$ cat src/rtl/fft_pkg.sv
`default_nettype none
// ---------------------------------------------------------------------------
// fft_pkg : shared sizes, sample type and bit-reverse helper for the FFT path
// Rev 1.0
// ---------------------------------------------------------------------------
package fft_pkg;

   localparam int FFT_PTS      = 16;
   localparam int FFT_PTS_LOG2 = 4;
   localparam int FFT_W        = 8;

   typedef struct packed {
      logic signed [FFT_W-1:0] re;
      logic signed [FFT_W-1:0] im;
   } cplx_t;

   function automatic logic [FFT_PTS_LOG2-1:0] bitrev(input logic [FFT_PTS_LOG2-1:0] a);
      logic [FFT_PTS_LOG2-1:0] r;
      for (int i = 0; i < FFT_PTS_LOG2; i++) begin
         r[i] = a[FFT_PTS_LOG2-1-i];
      end
      return r;
   endfunction

endpackage
`default_nettype wire

$ cat src/rtl/fft_pingpong_ram.sv
`default_nettype none
// ---------------------------------------------------------------------------
// fft_pingpong_ram : 2-bank flop array, one write port, one async read port
// Rev 1.0
// ---------------------------------------------------------------------------
module fft_pingpong_ram
   import fft_pkg::*;
#(
   parameter int W  = 2 * FFT_W,
   parameter int AW = FFT_PTS_LOG2
) (
   input  logic          clk,
   input  logic          we_i,
   input  logic          wbank_i,
   input  logic [AW-1:0] waddr_i,
   input  logic [W-1:0]  wdata_i,
   input  logic          rbank_i,
   input  logic [AW-1:0] raddr_i,
   output logic [W-1:0]  rdata_o
);

   localparam int DEPTH = 1 << AW;

   // Contents are never reset; readers only look at banks holding a full frame.
   logic [W-1:0] mem_q [2*DEPTH];

   always_ff @(posedge clk) begin
      if (we_i) begin
         mem_q[{wbank_i, waddr_i}] <= wdata_i;
      end
   end

   assign rdata_o = mem_q[{rbank_i, raddr_i}];

endmodule
`default_nettype wire

$ cat src/rtl/fft_bitrev_reorder.sv
`default_nettype none
// ---------------------------------------------------------------------------
// fft_bitrev_reorder : bit-reversed FFT bins in, natural-order valid/ready out
// Rev 1.0
// ---------------------------------------------------------------------------
module fft_bitrev_reorder
   import fft_pkg::*;
#(
   parameter int n        = FFT_W,
   parameter int PTS_LOG2 = FFT_PTS_LOG2
) (
   input  logic                clk,
   input  logic                clear,
   input  logic                in_valid,
   input  logic [n-1:0]        in_r,
   input  logic [n-1:0]        in_im,
   output logic                out_valid,
   input  logic                out_ready,
   output logic [n-1:0]        out_r,
   output logic [n-1:0]        out_im,
   output logic [PTS_LOG2-1:0] out_idx,
   output logic                out_last,
   output logic                overrun
);

   localparam logic [PTS_LOG2-1:0] c_LAST = '1;

   logic [PTS_LOG2-1:0] wr_cnt_q, wr_cnt_d;
   logic                wr_bank_q, wr_bank_d;
   logic                rd_busy_q, rd_busy_d;
   logic [PTS_LOG2-1:0] rd_cnt_q, rd_cnt_d;
   logic                overrun_q, overrun_d;

   logic                w_pop;
   logic                w_last_pop;
   logic                w_frame_done;
   logic                w_drain_free;
   logic                w_swap;
   logic                w_drop;
   logic [2*n-1:0]      w_rdata;

   assign w_pop        = rd_busy_q & out_ready;
   assign w_last_pop   = w_pop & (rd_cnt_q == c_LAST);
   assign w_frame_done = in_valid & (wr_cnt_q == c_LAST);
   // Final drain handshake frees the bank on the same edge a new frame lands.
   assign w_drain_free = ~rd_busy_q | w_last_pop;
   assign w_swap       = w_frame_done & w_drain_free;
   assign w_drop       = w_frame_done & ~w_drain_free;

   always_comb begin
      wr_cnt_d  = wr_cnt_q;
      wr_bank_d = wr_bank_q ^ w_swap;
      rd_busy_d = rd_busy_q;
      rd_cnt_d  = rd_cnt_q;
      overrun_d = overrun_q | w_drop;
      if (in_valid) begin
         wr_cnt_d = wr_cnt_q + 1'b1;
      end
      if (w_swap) begin
         rd_busy_d = 1'b1;
         rd_cnt_d  = '0;
      end else if (w_pop) begin
         if (rd_cnt_q == c_LAST) begin
            rd_busy_d = 1'b0;
         end else begin
            rd_cnt_d = rd_cnt_q + 1'b1;
         end
      end
   end

   always_ff @(posedge clk or posedge clear) begin
      if (clear) begin
         wr_cnt_q  <= '0;
         wr_bank_q <= 1'b0;
         rd_busy_q <= 1'b0;
         rd_cnt_q  <= '0;
         overrun_q <= 1'b0;
      end else begin
         wr_cnt_q  <= wr_cnt_d;
         wr_bank_q <= wr_bank_d;
         rd_busy_q <= rd_busy_d;
         rd_cnt_q  <= rd_cnt_d;
         overrun_q <= overrun_d;
      end
   end

   fft_pingpong_ram #(
      .W  (2 * n),
      .AW (PTS_LOG2)
   ) u_ram (
      .clk     (clk),
      .we_i    (in_valid),
      .wbank_i (wr_bank_q),
      .waddr_i (bitrev(wr_cnt_q)),
      .wdata_i ({in_r, in_im}),
      .rbank_i (~wr_bank_q),
      .raddr_i (rd_cnt_q),
      .rdata_o (w_rdata)
   );

   assign out_valid        = rd_busy_q;
   assign out_idx          = rd_cnt_q;
   assign out_last         = rd_busy_q & (rd_cnt_q == c_LAST);
   assign {out_r, out_im}  = rd_busy_q ? w_rdata : '0;
   assign overrun          = overrun_q;

endmodule
`default_nettype wire

$ cat config.mk
export PLATFORM = sky130hd
export DESIGN_NAME = fft_bitrev_reorder
export DESIGN_NICKNAME = d
export VERILOG_FILES = /design/src/rtl/fft_pkg.sv /design/src/rtl/fft_pingpong_ram.sv /design/src/rtl/fft_bitrev_reorder.sv
export SDC_FILE = /design/constraint.sdc
export NUM_CORES = 1
export LEC_CHECK = 0
export CORE_MARGIN = 5
export CORE_UTILIZATION = 50
export CTS_CLUSTER_DIAMETER = 30
export DETAILED_ROUTE_END_ITERATION = 6
export HOLD_SLACK_MARGIN = 0.05
export PLACE_DENSITY = 0.71
export SETUP_SLACK_MARGIN = 0.5
export SLEW_MARGIN = 20
export SYNTH_ARGS = -nofsm -noshare
export SYNTH_HDL_FRONTEND = slang
export SYNTH_SLANG_ARGS = --single-unit
$ cat constraint.sdc
create_clock -name clk -period 2.6 [get_ports clk]
set_input_delay 0.65 -clock clk [delete_from_list [all_inputs] [get_ports clk]]
set_output_delay 0.65 -clock clk [all_outputs]
set_load 0.1 [all_outputs]
==> key figures <==
Critical path
  – Worst setup EP type: primary output
  – Worst setup SP type: register
  – Crit Path Class: register to primary output
  – R2r setup slk: 590 ps
  – Data arrival time of the worst path: 2830 ps
  – Worst path cell trace: buf_12, mux4_2, mux2_4, o221ai_4, buf_6, a31oi_4, buf_12
  – CP max stage delay: ~540 ps
  – Delay-heaviest family, CP: multiplexers
  – CP Buf/Inv Count: 3
  – CP max FO: 7
  – Most frequent CP cell: buf_12
  – R2R Path Start: wr_bank_q$_DFF_PP0_
  – R2R depth: 4
  – WP data required: 1950 ps
  – Slowest CP cell: dfrtp_4
  – FF-to-FF End: u_ram.mem_q[17][11]$_DFFE_PP_

Detailed routing
  – Met2 wire len: between 20,000 and 30,000 microns
  – DR vias: 10,700
  – Post-DR wirelength/cell: 29.2 microns
  – Met3 Wirelength: 4150 microns
  – Top Layer Used: met4
  – Total iterations of the first detailed-routing run: 5
  – M1 WL: 20,100 microns
  – Antenna-violating nets left: 0
  – DRT iter0 DRCs: approximately 1,000
  – Routed vias/inst: 6.09
  – DRC errors left: 0
  – Detailed Route WL: 51,500 microns

Floorplan
  – Row count: between 70 and 80
  – Initial Util: 0.508
  – Die ar.: roughly 0.045 sq mm
  – Die width: 212 microns
  – Die height: 212 microns
  – CORE AREA: roughly 0.040 sq mm
  – # IOs: 43

Pwr
  – Clock power share: 0.344
  – P_int: 0.0236 W
  – Net Switching: ~0.012 W
  – P per Cell Area: roughly 1300 mW/mm^2
  – Pleak: 8.90 nW
  – Max IR drop VDD: 1.60 mV
  – Combinational fraction of design power: 0.365
  – Sw Ratio: 0.333
  – Sequential share of power: 0.291

Status
  – Failing checks: negative setup slack
  – Status: finished with violations

Finish
  – Share of cells above drive strength 1: 0.444
  – Util after Layout: 0.679
  – Area grow syn2layout: 33.7%
  – Filler instances: 2,416
  – Ant. Diodes: 0
  – Final net count: approximately 1,200

Yosys
  – Warnings, synthesis: 0
  – EDFF count, synth: 512
  – #FFs+latches synth: 523
  – Top post-synthesis cells by area: edfxtp_1 (76%), mux4_2 (12%), mux2_2 (1.7%)
  – Post-Syn Nets: 957
  – Syn avg cell area: 21.7 sq um
  – Top post-synthesis cells by count: edfxtp_1 (512), mux4_2 (112), nor2_1 (38)
  – Synth Instances: 935
  – Count leader, synth: edfxtp_1
  – Distinct cells, synth: 44
  – Async S/R FF share, synth: 0.0210
  – Primary FF master, synth: edfxtp_1
  – Sequential element share of the synthesized area: 0.770
  – Synthesized area: 0.0203 sq mm
  – Share of the synthesized area in the top cell type: 0.757
  – Cell taking the most area after synthesis: edfxtp_1

Placement
  – Final GP Congestion: 0.813
  – I/O Buffers: 42
  – DP Worst Slack: -258 ps
  – Post-detail-place hpwl: ~28,000 microns

CTS
  – Cts hold-fix bufs: 0
  – TritonCTS Buffers: 95
  – Clk slew on worst S/H paths: 50 ps
  – CTS H-Tree Depth: 3
  – CTS tree: built
  – Clock sinks: around 520
  – Clock Latency Late Sink: 610 ps
  – Clk buf depth: 3
  – Root buf cell: clkbuf_16

Min path
  – Hold Path Class: primary input to asynchronous set/reset pin

STA
  – Worst Setup Slack, final: -883 ps
  – RSZ-0062 raised after global routing: yes
  – Least-Margin Pin Slew: a little over 600 ps
  – Min cycle time layout: 3480 ps
  – Relative slew slack: 0.597
  – Clock skew: 14.8 ps
  – Final period util: 1.34
  – Count of final max-slew check failures: 0
  – Fmax: 287 MHz
  – Final Hold Vio Count: 0
  – Endpoints failing setup: 17

GRT
  – Grt ovf: 0
  – Initial antenna violation count: 0
  – Vias in the first global route: 11,200
  – Largest net degree at the start of global routing: 33
  – First-pass GRT wire length: 75,500 microns
  – Gr usage total: 0.234

Job
  – Max-Cap Viols: 0
[through the flow]
step | total power [W] | instances | hold WS (ps) | cell area [sq um] | TNS [ps]
after floorplan | 0.0179 | 935 | 503 | 21000 | -4290
after global placement | 0.0219 | 1573 | 468 | 23400 | -2230
after detailed placement | 0.0221 | 1573 | 478 | 23400 | -2460
after CTS | 0.0351 | 1755 | 385 | 27000 | -12980
after global routing | 0.0365 | 1764 | 422 | 27200 | -14470
final | 0.0353 | 1764 | 405 | 27200 | -13230
[worst max path at each step]
stage / start / end / slack [ps] / depth (start not counted)
final: out_idx[0]$_DFFE_PP0P_ / out_im[6] / -880 / 7
after global routing: out_idx[0]$_DFFE_PP0P_ / out_r[0] / -920 / 7
after CTS: out_idx[1]$_DFFE_PP0P_ / out_r[5] / -860 / 7
after detailed placement: out_idx[1]$_DFFE_PP0P_ / out_r[5] / -260 / 7
after global placement: out_idx[1]$_DFFE_PP0P_ / out_r[6] / -230 / 7
after floorplan: out_idx[1]$_DFFE_PP0P_ / out_r[5] / -290 / 7
[cells by family after synthesis]
kind of cell,share of synthesized area
flops,0.770
mux,0.159
simple gates,0.0190
compound gates,0.0319
buf+inv,0.0168
xor+xnor,0.00216
fa+ha+maj,0.00123
[worst reg2reg max path, cell delays in order (launching register included)]
cell	delay, ps
dfrtp_2	390
buf_6	370
or3b_1	550
nor2_2	200
buf_12	190
[cell usage in the layout, fill, tap and decap left out, types with 3 or more instances in the layout]
master / count
edfxtp_1: 512
mux4_2: 112
clkbuf_16: 97
buf_12: 77
buf_4: 70
mux2i_1: 33
nor2_2: 25
clkinv_1: 23
nand2_1: 22
clkdlybuf4s50_1: 19
mux2_2: 17
a22oi_2: 16
a31oi_4: 16
mux2_4: 14
buf_6: 14
bufinv_16: 13
clkbuf_1: 11
o21ai_1: 10
nor2_4: 10
clkinv_2: 10
o221ai_4: 9
a221oi_1: 6
o221ai_2: 6
o2111ai_2: 6
inv_6: 6
clkinvlp_4: 6
nand3b_1: 5
clkinv_4: 5
dfrtp_4: 5
dfrtp_1: 5
nand4_1: 4
nand3_1: 3
nor2b_1: 3
xor2_1: 3
nor2_1: 3
or3b_1: 3
inv_16: 3
buf_8: 3
[power groups by stage]
| stage | Sequential (W) | Clock [W] | Combinational [W] |
|---|---|---|---|
| after floorplan | 0.0105 | 0 | 0.00733 |
| after global placement | 0.0104 | 0 | 0.0116 |
| after detailed placement | 0.0104 | 0 | 0.0116 |
| after CTS | 0.0103 | 0.0123 | 0.0126 |
| after global routing | 0.0103 | 0.0128 | 0.0134 |
| final | 0.0103 | 0.0122 | 0.0129 |
[layout make-up]
| type | instances | area [sq um] | area share |
|---|---|---|---|
| Sequential cell | 523 | 15700 | 0.577 |
| Multi-Input combinational cell | 352 | 5060 | 0.186 |
| Timing Repair Buffer | 187 | 2560 | 0.0944 |
| Clock buffer | 106 | 2420 | 0.0890 |
| Clock inverter | 68 | 788 | 0.0290 |
| Tap cell | 525 | 657 | 0.0242 |
| Inverter | 3 | 11.3 | 0.000414 |
[metal layers]
layer | vias up | track usage
met3 | 94 | 0.0619
li1 | 4456 | -
met1 | 5663 | 0.314
met5 | - | 0
met2 | 533 | 0.375
met4 | 0 | 0.0833
[registers in the layout (all words and copies together), names as in the netlist]
register     count
out_valid        1
out_idx          4
overrun          1
wr_bank_q        1
u_ram.mem_q    512
wr_cnt_q         4
[timing repair]
| action | in CTS | in global routing |
|---|---|---|
| cloned | 1 | 2 |
| pin swaps | 3 | 7 |
| resized for setup | 53 | 11 |
| setup endpoints to repair | 39 | 22 |
| setup buffers | 7 | 7 |
(Power assumes the default switching activity.)
==> variant 1, RTL diff (same flow settings) <==
Register the output `overrun` once more, with the module's reset; this adds one clock of latency there. The other outputs are not delayed to match.
--- a/src/rtl/fft_bitrev_reorder.sv
+++ b/src/rtl/fft_bitrev_reorder.sv
@@ -102,7 +102,13 @@
    assign out_idx          = rd_cnt_q;
    assign out_last         = rd_busy_q & (rd_cnt_q == c_LAST);
    assign {out_r, out_im}  = rd_busy_q ? w_rdata : '0;
-   assign overrun          = overrun_q;
+   always_ff @(posedge clk or posedge clear) begin
+      if (clear) begin
+         overrun <= '0;
+      end else begin
+         overrun <= overrun_q;
+      end
+   end
 
 endmodule
 `default_nettype wire
Formal check against the unedited RTL: same outputs for any inputs over 10 cycles, from zero or initial values; that may be too few to reach the edited logic, so the function may still have changed.
==> variant 1 against the unedited design <==
- the run still ends with setup timing left
- routed wire length up 0.78%
- largest power group unchanged
- synthesized area is 0.19% higher
- design area is 0.12% higher
- total power barely moved
- sequential share of layout area is essentially flat
- global-route usage fell by 0.20 points
- worst setup slack better by 0.014 ns
- sequential cell count rose by 1
==> variant 1: results (changes against the unedited design) <==
[setup_path]
cp_max_fo = 6  ; -1
rr_endpoint = u_ram.mem_q[17][3]
crit_arrival_ns = 2.82  ; about the same
r2r_start = wr_bank_q
r2r_slack_ns = 0.64  ; +0.05 ns

[pwr]
p_leak_uw = 0.00895  ; +0.51%
ir_drop_mv = 2.59  ; +62%

[hold_path]
hp-start = overrun_q
hold_path_class = flip-flop to flip-flop
holdPathEnd = overrun

[routing]
routedWlPerCell_um = 29.3  ; +0.38%
vias = 10800  ; +0.39%
drt_first_pass_iters = 5  ; unchanged
antenna_left = 0  ; unchanged
drt-initial-drc-count = 1134  ; +9.0%
viasPerCell = 6.09  ; about the same

[placement]
place_congestion = 0.815  ; +0.30%
io_buffer_count = 42  ; unchanged
placedCellCount = 1586  ; +0.83%
pre_cts_ws_ns = -0.270  ; -0.0124 ns
dp_hpwl_um = 29300  ; +4.2%

[synthesis]
synth.yosys.seq_area_share_pct = 77.0  ; about the same
synthArstFlopShare_pct = 2.29  ; +0.19 points
syn_nets = 958  ; +0.10%
yosysTopAreaCellShare_pct = 75.5  ; -0.14 points
yosys_warnings = 0  ; unchanged
synth_cell_types = 44  ; unchanged
synth_ff_type = edfxtp_1
syn_avg_cell_area_um2 = 21.7  ; about the same
synth_edf_count = 512  ; unchanged
synthTopCellsByArea = edfxtp_1 76%, mux4_2 12%, mux2_2 1.7%
ys_top_cells_by_count = 512 x edfxtp_1, 112 x mux4_2, 38 x nor2_1

[sta]
setup_viol = 17  ; unchanged
max_slew_margin_pct = 57.0  ; -2.7 points
finClkSkew_ns = 0.0185  ; +0.00368 ns
hold_ws_ns = 0.367  ; -0.0380 ns
setup_ws_ns = -0.869  ; +0.0140 ns

[finish]
drive_gt1_share_pct = 45.8  ; +1.4 points
largest_reg_flops = 512  ; unchanged
fillers = 2482  ; +2.7%
nets = 1186  ; +0.17%

[clocking]
htree_num_levels = 3  ; unchanged
worstSkewPairLatency_ns = 0.62
path_clk_slew_ns = 0.05  ; about the same
numCtsBuffers = 89  ; -6.3%
cts_buffer_depth = 3  ; unchanged

[grt]
grt.total_usage_pct = 23.2  ; -0.20 points
grt_pass1_wl_um = 75200  ; -0.45%
antenna_found_initial = 2  ; +2
grt_max_degree = 33  ; unchanged

[run_status]
outcome = finished, violations left
violations = setup timing

[variant 1: what timing repair did]
| action | CTS | global route |
|---|---|---|
| resized for setup | 45 | 35 |
| gates cloned | 4 | 3 |
| pin swaps | 11 | 17 |
| buffers inserted | 7 | 5 |
| setup endpoints to repair | 23 | 55 |
| hold buffers | 0 | 0 |
[variant 1: worst reg2reg max path, cell delays in order (launching register included)]
cell and delay [ns]:
dfrtp_2 0.36, buf_6 0.35, or3b_1 0.55, nor2_2 0.21, buf_12 0.20
[variant 1: cell families after synthesis]
group,synth area share [%]
multiplexers,15.8
AO/OA/AOI/OAI,3.25
adder cells (fa/ha/maj),0.123
XOR/XNOR,0.215
AND/OR/NAND/NOR,1.89
buffers and inverters,1.68
flip-flops,77.0
[variant 1: per-layer routing]
metal / vias up / part of all wire, % / global-route usage, %
met5: - / 0 / 0
met4: 0 / 2.7 / 7.26
met3: 85 / 7.8 / 5.81
met2: 565 / 51 / 38.3
met1: 5697 / 39 / 30.7
li1: 4441 / - / -
[variant 1: how the worst max path moves through the flow]
stage / from / cells after the start / slack [ns] / end
finish: out_idx[1] / 8 / -0.87 / out_im[0]
global route: out_idx[1] / 8 / -0.93 / out_im[0]
CTS: out_idx[1] / 8 / -0.89 / out_im[0]
detailed placement: out_idx[1] / 6 / -0.27 / out_r[3]
global placement: out_idx[1] / 6 / -0.26 / out_r[3]
floorplan: out_idx[1] / 7 / -0.29 / out_r[5]
[variant 1: per-stage QoR]
stage               cell area (µm²)  TNS, ns
finish                        27200   -13.13
CTS                           26900   -14.09
global route                  27200   -14.36
global placement              23400    -3.13
floorplan                     21000    -4.24
detailed placement            23400    -3.30
[variant 1: area by class of cell]
cell class / instances / area, µm² / area share [%]
Multi-Input combinational cell: 352 / 5090 / 18.7
Sequential cell: 524 / 15700 / 57.7
Timing Repair Buffer: 194 / 2660 / 9.77
Tap cell: 532 / 666 / 2.45
Clock buffer: 96 / 2250 / 8.28
Clock inverter: 70 / 826 / 3.04
Inverter: 3 / 13.8 / 0.0506
[variant 1: power by group]
| part | leakage (µW) | switching [µW] | internal (µW) | total, µW |
|---|---|---|---|---|
| combinational | 0.00270 | 7480 | 5780 | 13300 |
| sequential | 0.00475 | 327 | 9950 | 10300 |
| clock | 0.00150 | 4160 | 7650 | 11800 |
==> variant 2, RTL diff (same settings) <==
Without the edit above. The package constant `FFT_W` goes from 8 to 7.
--- a/src/rtl/fft_pkg.sv
+++ b/src/rtl/fft_pkg.sv
@@ -7,7 +7,7 @@
 
    localparam int FFT_PTS      = 16;
    localparam int FFT_PTS_LOG2 = 4;
-   localparam int FFT_W        = 8;
+   localparam int FFT_W        = 7;
 
    typedef struct packed {
       logic signed [FFT_W-1:0] re;
Interface: changed (resized in_im, in_r, out_im and out_r); port bits go from 43 to 39. The function was not compared with the original's and may differ.
==> variant 2 against the unedited design <==
- the run still ends with setup timing left
- core utilization grew 0.38 points
- clock power decreased by 9%
- worst setup slack improved by 0.016 ns
- total power is 9.2% lower
- design area decreased by 11%
- first-iteration DRC count is 3.4% lower
- sequential power shrank 12%
- critical path depth stayed put
- routed wire length fell by 11%
- non-clock buffer count decreased by 4
- synthesized area fell by 12%
- sequential cell count shrank 64
- critical endpoint is now out_r[0]
- largest cell class unchanged
- highest routed layer unchanged
==> variant 2: results (changes against the unedited design) <==
[grt]
grt_pass1_wl_um = 65500  ; -13%
grt_pass1_vias = 10100  ; -10%

[sta]
setup_ws_ns = -0.867  ; +0.0163 ns
setup_viol = 15  ; -2
finClkSkew_ns = 0.0244  ; +0.00961 ns

[finish]
drive_gt1_share_pct = 47.0  ; +2.6 points
largest_reg_flops = 448  ; -13%

[synthesis]
ys_top_cells_by_count = 448 x edfxtp_1, 78 x mux4_2, 38 x nor2_1
synth.yosys.seq_area_share_pct = 76.6  ; -0.45 points
synthAdderAreaFrac_pct = 0.140  ; +0.016 points
syn_nets = 848  ; -11%
yosys-mux-area-fraction_pct = 16.2  ; +0.30 points
synth_compound_area_share_pct = 3.18  ; -0.0075 points

[routing]
drt_first_pass_iters = 6  ; +1
drt-initial-drc-count = 1005  ; -3.4%
viasPerCell = 6.11  ; +0.30%

[setup_path]
cp_max_fo = 13  ; +6
max_stage_delay_ns = 0.59  ; +0.05 ns
crit_arrival_ns = 2.82  ; about the same
cp_slowest_cell = mux4_1

[run_status]
violations = setup timing
outcome = finished, violations left

[clocking]
worstSkewPairLatency_ns = 0.59  ; -0.02 ns

[placement]
dp_hpwl_um = 24600  ; -12%
place_congestion = 0.819  ; +0.76%
io_buffer_count = 38  ; -9.5%

[pwr]
p_leak_uw = 0.00809  ; -9.1%

variant 2: cell types whose count changed after synthesis, sizes merged:
| cell | before | now |
|---|---|---|
| a22oi | 16 | 14 |
| buf | 35 | 29 |
| o221ai | 16 | 14 |
| o2111ai | 8 | 4 |
| o21ai | 11 | 13 |
| mux4 | 112 | 98 |
| nand2 | 22 | 14 |
| edfxtp | 512 | 448 |
| mux2 | 33 | 29 |
| mux2i | 33 | 29 |
| a31oi | 17 | 15 |
| clkbuf | 22 | 21 |
| a221oi | 8 | 10 |
variant 2: cell families after synthesis:
family                   Yosys count
XOR/XNOR                           5
multiplexers                     156
AO/OA/AOI/OAI                     77
flip-flops                       459
AND/OR/NAND/NOR                   76
buffers and inverters             53
adder cells (fa/ha/maj)            2
variant 2: timing repair:
action | in CTS | in global routing
gates cloned | 0 | 5
endpoints found under the setup margin | 62 | 19
buffers inserted | 5 | 3
resized for setup | 31 | 63
pin swaps | 1 | 21
variant 2: stage by stage:
stage	hold WS (ns)	setup WS (ns)	TNS [ns]	std cells	total power, µW
2_1_floorplan	0.503	-0.264	-3.60	828	15700
3_3_place_gp	0.465	-0.242	-2.15	1409	19500
3_5_place_dp	0.467	-0.219	-2.28	1409	19600
4_1_cts	0.384	-0.825	-11.11	1571	31200
5_1_grt	0.435	-0.923	-12.52	1579	33100
6_report	0.382	-0.867	-11.70	1579	32100
variant 2: worst max-delay path: cells and delay by family, from the launching register on:
kind / cells / cell delay (ns)
compound gates: 2 / 0.22
mux: 2 / 0.90
buf+inv: 3 / 0.56
flops: 1 / 0.52
variant 2: layer usage:
metal,track usage (%),routed length [µm],up-vias,share of wire (%)
met2,37.5,23400,473,51
met1,30.5,17800,5107,39
met3,5.60,3540,89,7.7
met4,7.85,1150,0,2.5
li1,-,-,3979,-
met5,0,0,-,0
variant 2: cell type report:
cell class | count | area (µm²)
Timing Repair Buffer | 183 | 2390
Clock buffer | 92 | 2200
Tap cell | 461 | 577
Inverter | 3 | 11.3
Fill cell | 2112 | 11200
Multi-Input combinational cell | 316 | 4580
Clock inverter | 65 | 732
Sequential cell | 459 | 13700
variant 2: power breakdown:
group	switching, µW	leakage, µW	internal (µW)
Sequential	357	0.00417	8720
Combinational	6630	0.00250	5230
Clock	3780	0.00143	7350
variant 2: worst paths after layout:
kind | end | depth (start not counted) | slack [ns] | start
setup / recovery | out_r[0] | 7 | -0.87 | out_idx[0]
hold / removal | wr_cnt_q[3] | 2 | 0.38 | clear
setup reg to reg | u_ram.mem_q[18][2] | 4 | 0.54 | wr_bank_q
hold reg to reg | overrun | 1 | 0.48 | overrun
max in group asynchronous | out_idx[2] | 2 | 1.83 | clear
min in group clk | overrun | 1 | 0.48 | overrun
